<file path="src/rtl/cpu_defs.sv">
// Shared CPU definitions: fetch FSM encoding, redirect priorities, boot and exception vectors.
// Pure types/constants; no logic, no latency, no flow control.
package cpu_defs;

   localparam logic [31:0] RESET_VEC_DEF = 32'hbfc00000;
   localparam logic [31:0] EXC_VEC_DEF   = 32'hbfc00380;

   typedef enum logic [1:0] {
      ST_IDLE = 2'd0,
      ST_REQ  = 2'd1,
      ST_WAIT = 2'd2
   } fetch_state_t;

   // Numeric order is the redirect priority order; NONE must stay lowest.
   typedef enum logic [1:0] {
      PRI_NONE = 2'd0,
      PRI_BR   = 2'd1,
      PRI_ERET = 2'd2,
      PRI_EXC  = 2'd3
   } redir_pri_t;

endpackage

</file>
<file path="src/rtl/pc_redirect_arb.sv">
// Redirect priority encoder: exception > eret > branch; combinational, zero latency.
// No flow control; target is only meaningful when pri != PRI_NONE.
module pc_redirect_arb
   import cpu_defs::*;
#(
   parameter int                WIDTH   = 32,
   parameter logic [WIDTH-1:0]  EXC_VEC = WIDTH'(EXC_VEC_DEF)
) (
   input  logic             exception,
   input  logic             eret,
   input  logic [WIDTH-1:0] epc,
   input  logic             br_valid,
   input  logic [WIDTH-1:0] br_target,
   output logic [WIDTH-1:0] target,
   output redir_pri_t       pri
);

   always_comb begin
      target = '0;
      pri    = PRI_NONE;
      if (exception) begin
         target = EXC_VEC;
         pri    = PRI_EXC;
      end else if (eret) begin
         target = epc;
         pri    = PRI_ERET;
      end else if (br_valid) begin
         target = br_target;
         pri    = PRI_BR;
      end
   end

endmodule

</file>
<file path="src/rtl/pc_fetch_ctrl.sv">
// Fetch PC controller: one outstanding fetch, redirects deferred until it completes.
// Request issues one cycle after IDLE; stall only gates new requests, never an issued one.
module pc_fetch_ctrl
   import cpu_defs::*;
#(
   parameter int               WIDTH     = 32,
   parameter logic [WIDTH-1:0] RESET_VEC = WIDTH'(RESET_VEC_DEF),
   parameter logic [WIDTH-1:0] EXC_VEC   = WIDTH'(EXC_VEC_DEF),
   parameter int unsigned      STEP      = 4
) (
   input  logic             clk,
   input  logic             rst,
   input  logic             stall,
   input  logic             exception,
   input  logic             eret,
   input  logic [WIDTH-1:0] epc,
   input  logic             br_valid,
   input  logic [WIDTH-1:0] br_target,
   output logic             inst_req,
   output logic [WIDTH-1:0] inst_addr,
   input  logic             inst_addr_ok,
   input  logic             inst_data_ok,
   output logic [WIDTH-1:0] pc,
   output logic             fetch_valid,
   output logic             adel
);

   fetch_state_t     state;
   fetch_state_t     state_nxt;
   logic             cancel;
   logic [WIDTH-1:0] pend_target;
   redir_pri_t       pend_pri;

   logic [WIDTH-1:0] arb_target;
   redir_pri_t       arb_pri;
   logic             redir;
   logic             take_redir;
   logic             done;

   assign adel = (pc[1:0] != 2'b00);

   // A misaligned pc can only be escaped by exception or eret, so branches are masked.
   pc_redirect_arb #(
      .WIDTH   (WIDTH),
      .EXC_VEC (EXC_VEC)
   ) u_arb (
      .exception (exception),
      .eret      (eret),
      .epc       (epc),
      .br_valid  (br_valid & ~adel),
      .br_target (br_target),
      .target    (arb_target),
      .pri       (arb_pri)
   );

   assign redir      = (arb_pri != PRI_NONE);
   // pend_pri is PRI_NONE whenever nothing is pending, so any redirect wins then.
   assign take_redir = redir && (arb_pri >= pend_pri);
   assign done       = (state == ST_WAIT) && inst_data_ok;

   always_ff @(posedge clk or posedge rst) begin
      if (rst) begin
         state <= ST_IDLE;
      end else begin
         state <= state_nxt;
      end
   end

   // A redirect taken in IDLE uses up that cycle so the new pc is alignment-checked before issue.
   always_comb begin
      state_nxt = state;
      case (state)
         ST_IDLE: if (!redir && !stall && !adel) state_nxt = ST_REQ;
         ST_REQ:  if (inst_addr_ok)              state_nxt = ST_WAIT;
         ST_WAIT: if (inst_data_ok)              state_nxt = ST_IDLE;
         default:                                state_nxt = ST_IDLE;
      endcase
   end

   always_comb begin
      inst_req    = (state == ST_REQ);
      inst_addr   = pc;
      fetch_valid = done && !cancel && !redir;
   end

   always_ff @(posedge clk or posedge rst) begin
      if (rst) begin
         pc          <= RESET_VEC;
         cancel      <= 1'b0;
         pend_target <= '0;
         pend_pri    <= PRI_NONE;
      end else if (state == ST_IDLE) begin
         if (redir) pc <= arb_target;
      end else if (done) begin
         cancel   <= 1'b0;
         pend_pri <= PRI_NONE;
         if (take_redir)  pc <= arb_target;
         else if (cancel) pc <= pend_target;
         else             pc <= pc + WIDTH'(STEP);
      end else if (take_redir) begin
         pend_target <= arb_target;
         pend_pri    <= arb_pri;
         cancel      <= 1'b1;
      end
   end

endmodule

</file>
<file path="config.mk">
export PLATFORM = sky130hd
export DESIGN_NAME = pc_fetch_ctrl
export DESIGN_NICKNAME = d
export VERILOG_FILES = /design/src/rtl/cpu_defs.sv /design/src/rtl/pc_redirect_arb.sv /design/src/rtl/pc_fetch_ctrl.sv
export SDC_FILE = /design/constraint.sdc
export NUM_CORES = 1
export LEC_CHECK = 0
export ABC_AREA = 1
export CAP_MARGIN = 10
export CORE_ASPECT_RATIO = 1.1
export CORE_MARGIN = 4
export CORE_UTILIZATION = 40
export CTS_BUF_LIST = sky130_fd_sc_hd__clkbuf_4
export DETAILED_ROUTE_END_ITERATION = 6
export PLACE_DENSITY = 0.68
export SYNTH_ARGS = -nofsm -noshare
export SYNTH_HDL_FRONTEND = slang
export SYNTH_HIERARCHICAL = 1
export SYNTH_SLANG_ARGS = --single-unit
</file>
<file path="constraint.sdc">
create_clock -name clk -period 2.9 [get_ports clk]
set_clock_uncertainty 0.05 [all_clocks]
set_input_delay 0.58 -clock clk [delete_from_list [all_inputs] [get_ports clk]]
set_output_delay 0.58 -clock clk [all_outputs]
set_load 0.03 [all_outputs]
</file>
### Yosys cells after proc, flatten, opt, wreduce, memory -nomap -nowiden

Cells that the tools add are included.

| storage, ports and cells | value |
|---|---|
| register bits after elaboration | 69 |
| input bits | 72 |
| output and inout bits | 67 |
| logic and storage cells | 55 |

| operators by class | value |
|---|---|
| $add $sub $neg | 1 |
| order comparisons | 1 |
| equal/unequal tests | 6 |
| muxes and demuxes | 19 |
| bitwise gates (word level) | 4 |
| reductions and logical operators | 19 |

Operators by type and width:

| operator | count |
|---|---|
| 32-bit 2-to-1 mux | 8 |
| 32-bit by 3-bit adder with 32-bit output (second input constant) | 1 |
| 2-bit 2-to-1 mux | 7 |
| 2-bit nonzero test | 4 |
| 1-bit logical AND | 6 |
| 2-bit inequality test (second input constant) | 3 |
| 2-bit case mux with 3 select lines | 1 |
| 3-bit AND reduction | 2 |
| 1-bit logical NOT | 4 |
| 2-bit AND reduction | 2 |
| 1-bit 2-to-1 mux | 3 |
| 1-bit inverter | 3 |
| 2-bit by 1-bit == test with 1-bit output (second input constant) | 1 |
| 2-bit == test (second input constant) | 1 |
| 2-bit greater-or-equal comparator | 1 |
| 2-bit logical NOT | 1 |
| 2-bit by 1-bit inequality test with 1-bit output (second input constant) | 1 |
| 1-bit AND | 1 |

### Logic depth before layout (Yosys ltp)

| depth | value |
|---|---|
| depth after elaboration | 12 |
| depth in mapped cells | 17 |
| mapped depth without buffers | 16 |

### Cells and area by module

Netlist, hierarchy kept.

By module, submodules not included:

| module | instances | cells an instance | area each (um2) | seq. area each (um2) |
|---|---|---|---|---|
| pc_fetch_ctrl | 1 | 653 | 4,460.5 | 1,737.9 |
| pc_redirect_arb | 1 | 115 | 770.7 | 0.0 |

### Worst setup path after synthesis

OpenSTA, ideal clock, no wires.

| timing path | value |
|---|---|
| path type | register to register |
| from | register pc[1], in the netlist inst_addr[1] |
| to | register pc[10], in the netlist inst_addr[10] |
| library setup time | 0.117 ns |
| arrival | 2.605 ns |
| required time | 2.733 ns |
| setup slack | 0.128 ns |
| stages on the path, launching flop included | 17 |
| path buffers | 1 |
| period minus slack after synthesis | 2.772 ns |
| path through | dfrtp_1 > nor2_1 > inv_1 > nor2_1 > inv_2 > o21ai_0 > inv_1 > ha_1 > o21ai_0 > nand2_1 > nand2_1 > nand2_1 > buf_2 > a21oi_1 > o21ai_0 > nand2_1 > nand2_1 |

| on the way | value |
|---|---|
| word-level cells in the longest chain between the ends | 11 |
| elaborated cells between the ends (all ways) | 20 |
| classes of those cells | add/sub: 1; order compare: 1; eq/ne: 1; mux: 11; bitwise: 2; reduce/logical: 4 |

Ends and longest elaborated chain:

| what | RTL line | RTL |
|---|---|---|
| from (decl) | pc_fetch_ctrl.sv:23 | `output logic [WIDTH-1:0] pc,` |
| from (signal assigned) | pc_fetch_ctrl.sv:93 | `if (redir) pc <= arb_target;` |
| from (signal assigned) | pc_fetch_ctrl.sv:97 | `if (take_redir) pc <= arb_target;` |
| from (signal assigned) | pc_fetch_ctrl.sv:98 | `else if (cancel) pc <= pend_target;` |
| 2-bit nonzero test * | pc_fetch_ctrl.sv:40 | `assign adel = (pc[1:0] != 2'b00);` |
| named net adel | pc_fetch_ctrl.sv:25 | `output logic adel` |
| 1-bit inverter * | pc_fetch_ctrl.sv:50 | `.br_valid (br_valid & ~adel),` |
| 1-bit AND * | pc_fetch_ctrl.sv:50 |  |
| 1-bit 2-to-1 mux * | pc_redirect_arb.sv:27 | `end else if (br_valid) begin` |
| 2-bit 2-to-1 mux * | pc_redirect_arb.sv:24 | `end else if (eret) begin` |
| 2-bit 2-to-1 mux * | pc_redirect_arb.sv:21 | `if (exception) begin` |
| named net arb_pri[0] | pc_fetch_ctrl.sv:35 | `redir_pri_t arb_pri;` |
| 2-bit greater-or-equal comparator / 2-bit nonzero test (equally long branches) | pc_fetch_ctrl.sv:58, pc_fetch_ctrl.sv:56 |  |
| 1-bit logical AND | pc_fetch_ctrl.sv:58 | `assign take_redir = redir && (arb_pri >= pend_pri);` |
| 32-bit 2-to-1 mux | pc_fetch_ctrl.sv:97 |  |
| 32-bit 2-to-1 mux | pc_fetch_ctrl.sv:94 | `end else if (done) begin` |
| 32-bit 2-to-1 mux | pc_fetch_ctrl.sv:92 | `end else if (state == ST_IDLE) begin` |

Mark *: on every way through the listed nets, which the timed path passes. The rest lies on a longest branch. The select of a mux whose other input is x is not followed.
A chain may end at the register's enable or synchronous reset.

### Worst setup path in the final report

| timing path | value |
|---|---|
| from | register pc[0], in the netlist inst_addr[0] |
| to | output port fetch_valid |

| on the way | value |
|---|---|
| word-level cells in the longest chain between the ends | 9 |

Ends and longest elaborated chain:

| what | RTL line | RTL |
|---|---|---|
| 2-bit nonzero test | pc_fetch_ctrl.sv:40 |  |
| 1-bit inverter | pc_fetch_ctrl.sv:50 |  |
| 1-bit AND | pc_fetch_ctrl.sv:50 |  |
| 1-bit 2-to-1 mux | pc_redirect_arb.sv:27 |  |
| 2-bit 2-to-1 mux | pc_redirect_arb.sv:24 |  |
| 2-bit 2-to-1 mux | pc_redirect_arb.sv:21 |  |
| named net arb_pri[0] | pc_fetch_ctrl.sv:35 |  |
| 2-bit nonzero test | pc_fetch_ctrl.sv:56 | `assign redir = (arb_pri != PRI_NONE);` |
| 1-bit logical NOT | pc_fetch_ctrl.sv:83 | `fetch_valid = done && !cancel && !redir;` |
| 1-bit logical AND | pc_fetch_ctrl.sv:83 |  |
| to (decl) | pc_fetch_ctrl.sv:24 | `output logic fetch_valid,` |

The timed path passes the listed nets, and every way through them passes these cells.

==> flow_results.xml <==
<?xml version="1.0" encoding="UTF-8"?>
<metrics>
  <group name="placed_design">
    <metric name="post-place-cells" unit="">1015</metric>
    <metric name="dp_hpwl" unit="um">11200</metric>
    <metric name="placement.setup.worst_slack" unit="ns">-0.125</metric>
    <metric name="place_congestion" unit="">0.819</metric>
    <metric name="port_buffers" unit="">138</metric>
  </group>
  <group name="worst_setup_path">
    <metric name="crit_chain" unit="">nor2_1 &gt; inv_1 &gt; nor2_2 &gt; inv_2 &gt; o21ai_1 &gt; buf_4 &gt; nor2_1 &gt; inv_1 &gt; nor3_1 &gt; buf_4</metric>
    <metric name="critical_path_arrival" unit="ns">2.02</metric>
    <metric name="crit_required" unit="ns">2.27</metric>
    <metric name="max_stage_delay" unit="ns">0.45</metric>
    <metric name="crit_slowest_cell" unit="">sky130_fd_sc_hd__dfrtp_1</metric>
    <metric name="cp_startpoint_kind" unit="">flip-flop</metric>
    <metric name="crit_fanout" unit="">4</metric>
    <metric name="worst_setup_path_end_kind" unit="">primary output</metric>
    <metric name="timing.setup.critical_path_class" unit="">flip-flop to primary output</metric>
  </group>
  <group name="final_layout">
    <metric name="design.final.nets" unit="">944</metric>
    <metric name="layout_commonest_cell" unit="">sky130_fd_sc_hd__nand2_1</metric>
    <metric name="layout-area-overhead-vs-synth" unit="%">28.0</metric>
    <metric name="post_route_cells_drive_above_1_share" unit="%">13.5</metric>
    <metric name="final-instance-count-excl-fill" unit="">1032</metric>
    <metric name="layout.cells.most_common_list" unit="">224 x sky130_fd_sc_hd__nand2_1, 137 x sky130_fd_sc_hd__clkdlybuf4s50_1, 100 x sky130_fd_sc_hd__nor2_1</metric>
  </group>
  <group name="pwr">
    <metric name="leakage" unit="nW">2.94</metric>
    <metric name="power-per-cell-area" unit="nW/um2">734</metric>
    <metric name="vdd_drop_max" unit="uV">373</metric>
    <metric name="pwr-share-seq" unit="%">35.0</metric>
    <metric name="p_clk_share" unit="%">14.8</metric>
    <metric name="fraction_of_power_spent_switching_nets" unit="%">45.6</metric>
    <metric name="power.internal" unit="mW">2.67</metric>
    <metric name="power.share.combinational" unit="%">50.1</metric>
    <metric name="total_switching_power" unit="mW">2.24</metric>
  </group>
  <group name="routing">
    <metric name="drt_pre_antenna_iters" unit="">5</metric>
    <metric name="num_vias" unit="">5118</metric>
    <metric name="drcViolationCount" unit="">0</metric>
    <metric name="antenna_violating_nets_post_route" unit="">0</metric>
    <metric name="finalWirelength" unit="um">15000</metric>
    <metric name="route.detailed.vias_per_inst" unit="">4.96</metric>
    <metric name="avgRoutedWirePerCell" unit="um">14.5</metric>
    <metric name="first_iter_violations" unit="">326</metric>
  </group>
  <group name="yosys">
    <metric name="synth_cell_type_count" unit="">37</metric>
    <metric name="top_flip_flop_cell_by_instance_count_after_synthesis" unit="">sky130_fd_sc_hd__dfrtp_1</metric>
    <metric name="netlist_instances" unit="">768</metric>
    <metric name="synth_area" unit="um2">5230</metric>
    <metric name="syn_nets" unit="">843</metric>
    <metric name="postSynthRegisterBits" unit="">69</metric>
    <metric name="synth.avg_cell_area" unit="um2">6.81</metric>
    <metric name="synthTopCellsByArea" unit="">sky130_fd_sc_hd__dfrtp_1 29%, sky130_fd_sc_hd__nand2_1 16%, sky130_fd_sc_hd__nor2_1 7.2%, sky130_fd_sc_hd__a21oi_1 6.8%, sky130_fd_sc_hd__nand3_1 5.7%</metric>
    <metric name="synth_edf_count" unit="">0</metric>
    <metric name="synth.yosys.warnings" unit="">6</metric>
    <metric name="synthDominantCellAreaShare" unit="%">28.7</metric>
    <metric name="asyncSetResetFlopFracSynth" unit="%">100</metric>
    <metric name="synth_area_leader_cell" unit="">sky130_fd_sc_hd__dfrtp_1</metric>
    <metric name="synth_sequential_area_ratio" unit="%">33.2</metric>
  </group>
  <group name="timing">
    <metric name="max_slew_headroom_at_the_worst_pin" unit="%">69.5</metric>
    <metric name="timing.final.hold_violations" unit="">0</metric>
    <metric name="setup_violations" unit="">0</metric>
    <metric name="timing_max_transition_violations_final" unit="">0</metric>
    <metric name="rsz0062_at_grt" unit="">false</metric>
    <metric name="period_needed" unit="ns">2.65</metric>
    <metric name="max_slew.worst_pin.slew" unit="ns">0.457</metric>
    <metric name="max_freq" unit="MHz">378</metric>
    <metric name="final.period_utilization" unit="%">91.2</metric>
    <metric name="post-route-worst-setup-slack" unit="ns">0.254</metric>
  </group>
  <group name="global_routing">
    <metric name="grt_overflow_total" unit="">0</metric>
    <metric name="grt_max_degree" unit="">43</metric>
    <metric name="first_global_vias" unit="">4771</metric>
    <metric name="grt_usage" unit="%">20.5</metric>
    <metric name="global_route_wire_length_before_repair" unit="um">24500</metric>
    <metric name="antenna_violations_before_repair" unit="">1</metric>
  </group>
  <group name="clocking">
    <metric name="cts.root.buffer_cell" unit="">sky130_fd_sc_hd__clkbuf_4</metric>
    <metric name="clkSinkCount" unit="">69</metric>
    <metric name="clock_pin_slew_reported_for_the_worst_setup_and_hold_paths_after_clock_tree_synthesis" unit="ns">0.12</metric>
    <metric name="cts-root-to-sink-buffers" unit="">2</metric>
    <metric name="level_count_of_the_clock_h_tree" unit="">3</metric>
    <metric name="clk_latency" unit="ns">0.42</metric>
    <metric name="cts_tree" unit="">yes</metric>
    <metric name="postCtsHoldBufs" unit="">0</metric>
    <metric name="post_cts_resize_count" unit="">0</metric>
    <metric name="cts_setup_buffers" unit="">0</metric>
    <metric name="cts_inserted_buffers" unit="">9</metric>
  </group>
  <group name="die">
    <metric name="die-area" unit="um2">15000</metric>
    <metric name="core_area" unit="um2">12700</metric>
    <metric name="initial_utilization" unit="%">41.2</metric>
    <metric name="placement_rows" unit="">43</metric>
    <metric name="chipWidth" unit="um">117</metric>
    <metric name="ioPinCount" unit="">139</metric>
    <metric name="chipHeight" unit="um">128</metric>
  </group>
  <group name="flow_run">
    <metric name="number_of_maximum_capacitance_violations" unit="">0</metric>
  </group>
  <group name="worst_hold_path">
    <metric name="path_category_of_the_worst_min_delay_check" unit="">primary input to asynchronous set/reset pin</metric>
  </group>
  <group name="run_status">
    <metric name="status" unit="">completed</metric>
  </group>
</metrics>
## Yosys cell counts, types with 2 or more instances
cell type	n
sky130_fd_sc_hd__buf_12	2
sky130_fd_sc_hd__inv_1	56
sky130_fd_sc_hd__o21ai_0	23
sky130_fd_sc_hd__o21ai_1	5
sky130_fd_sc_hd__nor2_1	101
sky130_fd_sc_hd__a21oi_1	71
sky130_fd_sc_hd__inv_2	5
sky130_fd_sc_hd__xor2_1	6
sky130_fd_sc_hd__nand2_1	225
sky130_fd_sc_hd__nor2_2	3
sky130_fd_sc_hd__a21oi_2	26
sky130_fd_sc_hd__nand3_1	60
sky130_fd_sc_hd__nand3_2	19
sky130_fd_sc_hd__or2_2	4
sky130_fd_sc_hd__a22oi_1	5
sky130_fd_sc_hd__o211ai_1	2
sky130_fd_sc_hd__buf_2	13
sky130_fd_sc_hd__clkbuf_1	13
sky130_fd_sc_hd__dfstp_2	9
sky130_fd_sc_hd__ha_1	3
sky130_fd_sc_hd__dfrtp_1	60
sky130_fd_sc_hd__nor2_4	2
sky130_fd_sc_hd__buf_4	34
sky130_fd_sc_hd__buf_6	8
## registers in the layout, summed over array words and instances, names as in the netlist
name	cells
inst_addr	32
state	2
pend_pri	2
cancel	1
pend_target	32
## per-layer routing
metal	vias to the layer above	routed length, um	GRT usage, %
li1	2630	-	-
met1	2298	7130	30.4
met2	177	6730	30.9
met3	13	929	3.54
met4	0	159	4.79
met5	-	0	0
## critical path: cells and delay by family, from the launching register on
kind / cells / cell delay, ns
buffers and inverters: 5 / 0.57
AO/OA/AOI/OAI: 1 / 0.07
AND/OR/NAND/NOR: 4 / 0.50
flip-flops: 1 / 0.45
## area by class of cell
class	instances	area, um2
repair buffers	162	1610
inverters	62	240
clock buffers	9	67.6
well taps	157	196
clock inverters	7	100
flip-flops and latches	69	1740
diodes	1	2.50
fillers	1276	6000
multi-input cells	565	2740
## power groups by stage
stage / clock network (mW) / registers (mW) / logic, mW
after CTS: 0.742 / 1.72 / 2.47
final: 0.729 / 1.72 / 2.46
after global routing: 0.792 / 1.77 / 2.71
after detailed placement: 0 / 1.74 / 2.46
after global placement: 0 / 1.72 / 2.46
after floorplan: 0 / 1.85 / 1.54
## stage by stage
step | utilization (%) | setup TNS (ns) | instance area (um2) | power (mW) | hold WS (ns)
after global placement | 51.4 | -0.287 | 6530 | 4.18 | 0.404
after detailed placement | 51.4 | -1.04 | 6530 | 4.20 | 0.410
after global routing | 52.7 | 0 | 6700 | 5.27 | 0.408
final | 52.7 | 0 | 6700 | 4.91 | 0.400
after CTS | 52.7 | 0 | 6690 | 4.93 | 0.387
after floorplan | - | 0 | 5230 | 3.39 | 0.392
## logic make-up after synthesis
family / synth area share (%)
and+or+nand+nor: 34.6
AOI/OAI and AO/OA: 15.9
buffers and inverters: 14.5
DFF: 33.2
xor gates and xnor gates: 1.17
adders and majority gates: 0.718
## final timing paths
check	startpoint	endpoint	slack, ns	cells after the start
worst max-delay path	inst_addr[0]$_DFFE_PP0P_	fetch_valid	0.25	10
worst min-delay path	rst	pend_target[28]$_DFFE_PP0P_	0.40	2
worst max register to register	inst_addr[1]$_DFFE_PP0P_	inst_addr[2]$_DFFE_PP0P_	0.33	16
worst min register to register	pend_target[22]$_DFFE_PP0P_	pend_target[22]$_DFFE_PP0P_	0.44	2
max in group asynchronous	rst	pend_target[15]$_DFFE_PP0P_	1.80	3
min in group clk	pend_target[22]$_DFFE_PP0P_	pend_target[22]$_DFFE_PP0P_	0.44	2
(Power assumes the default switching activity.)
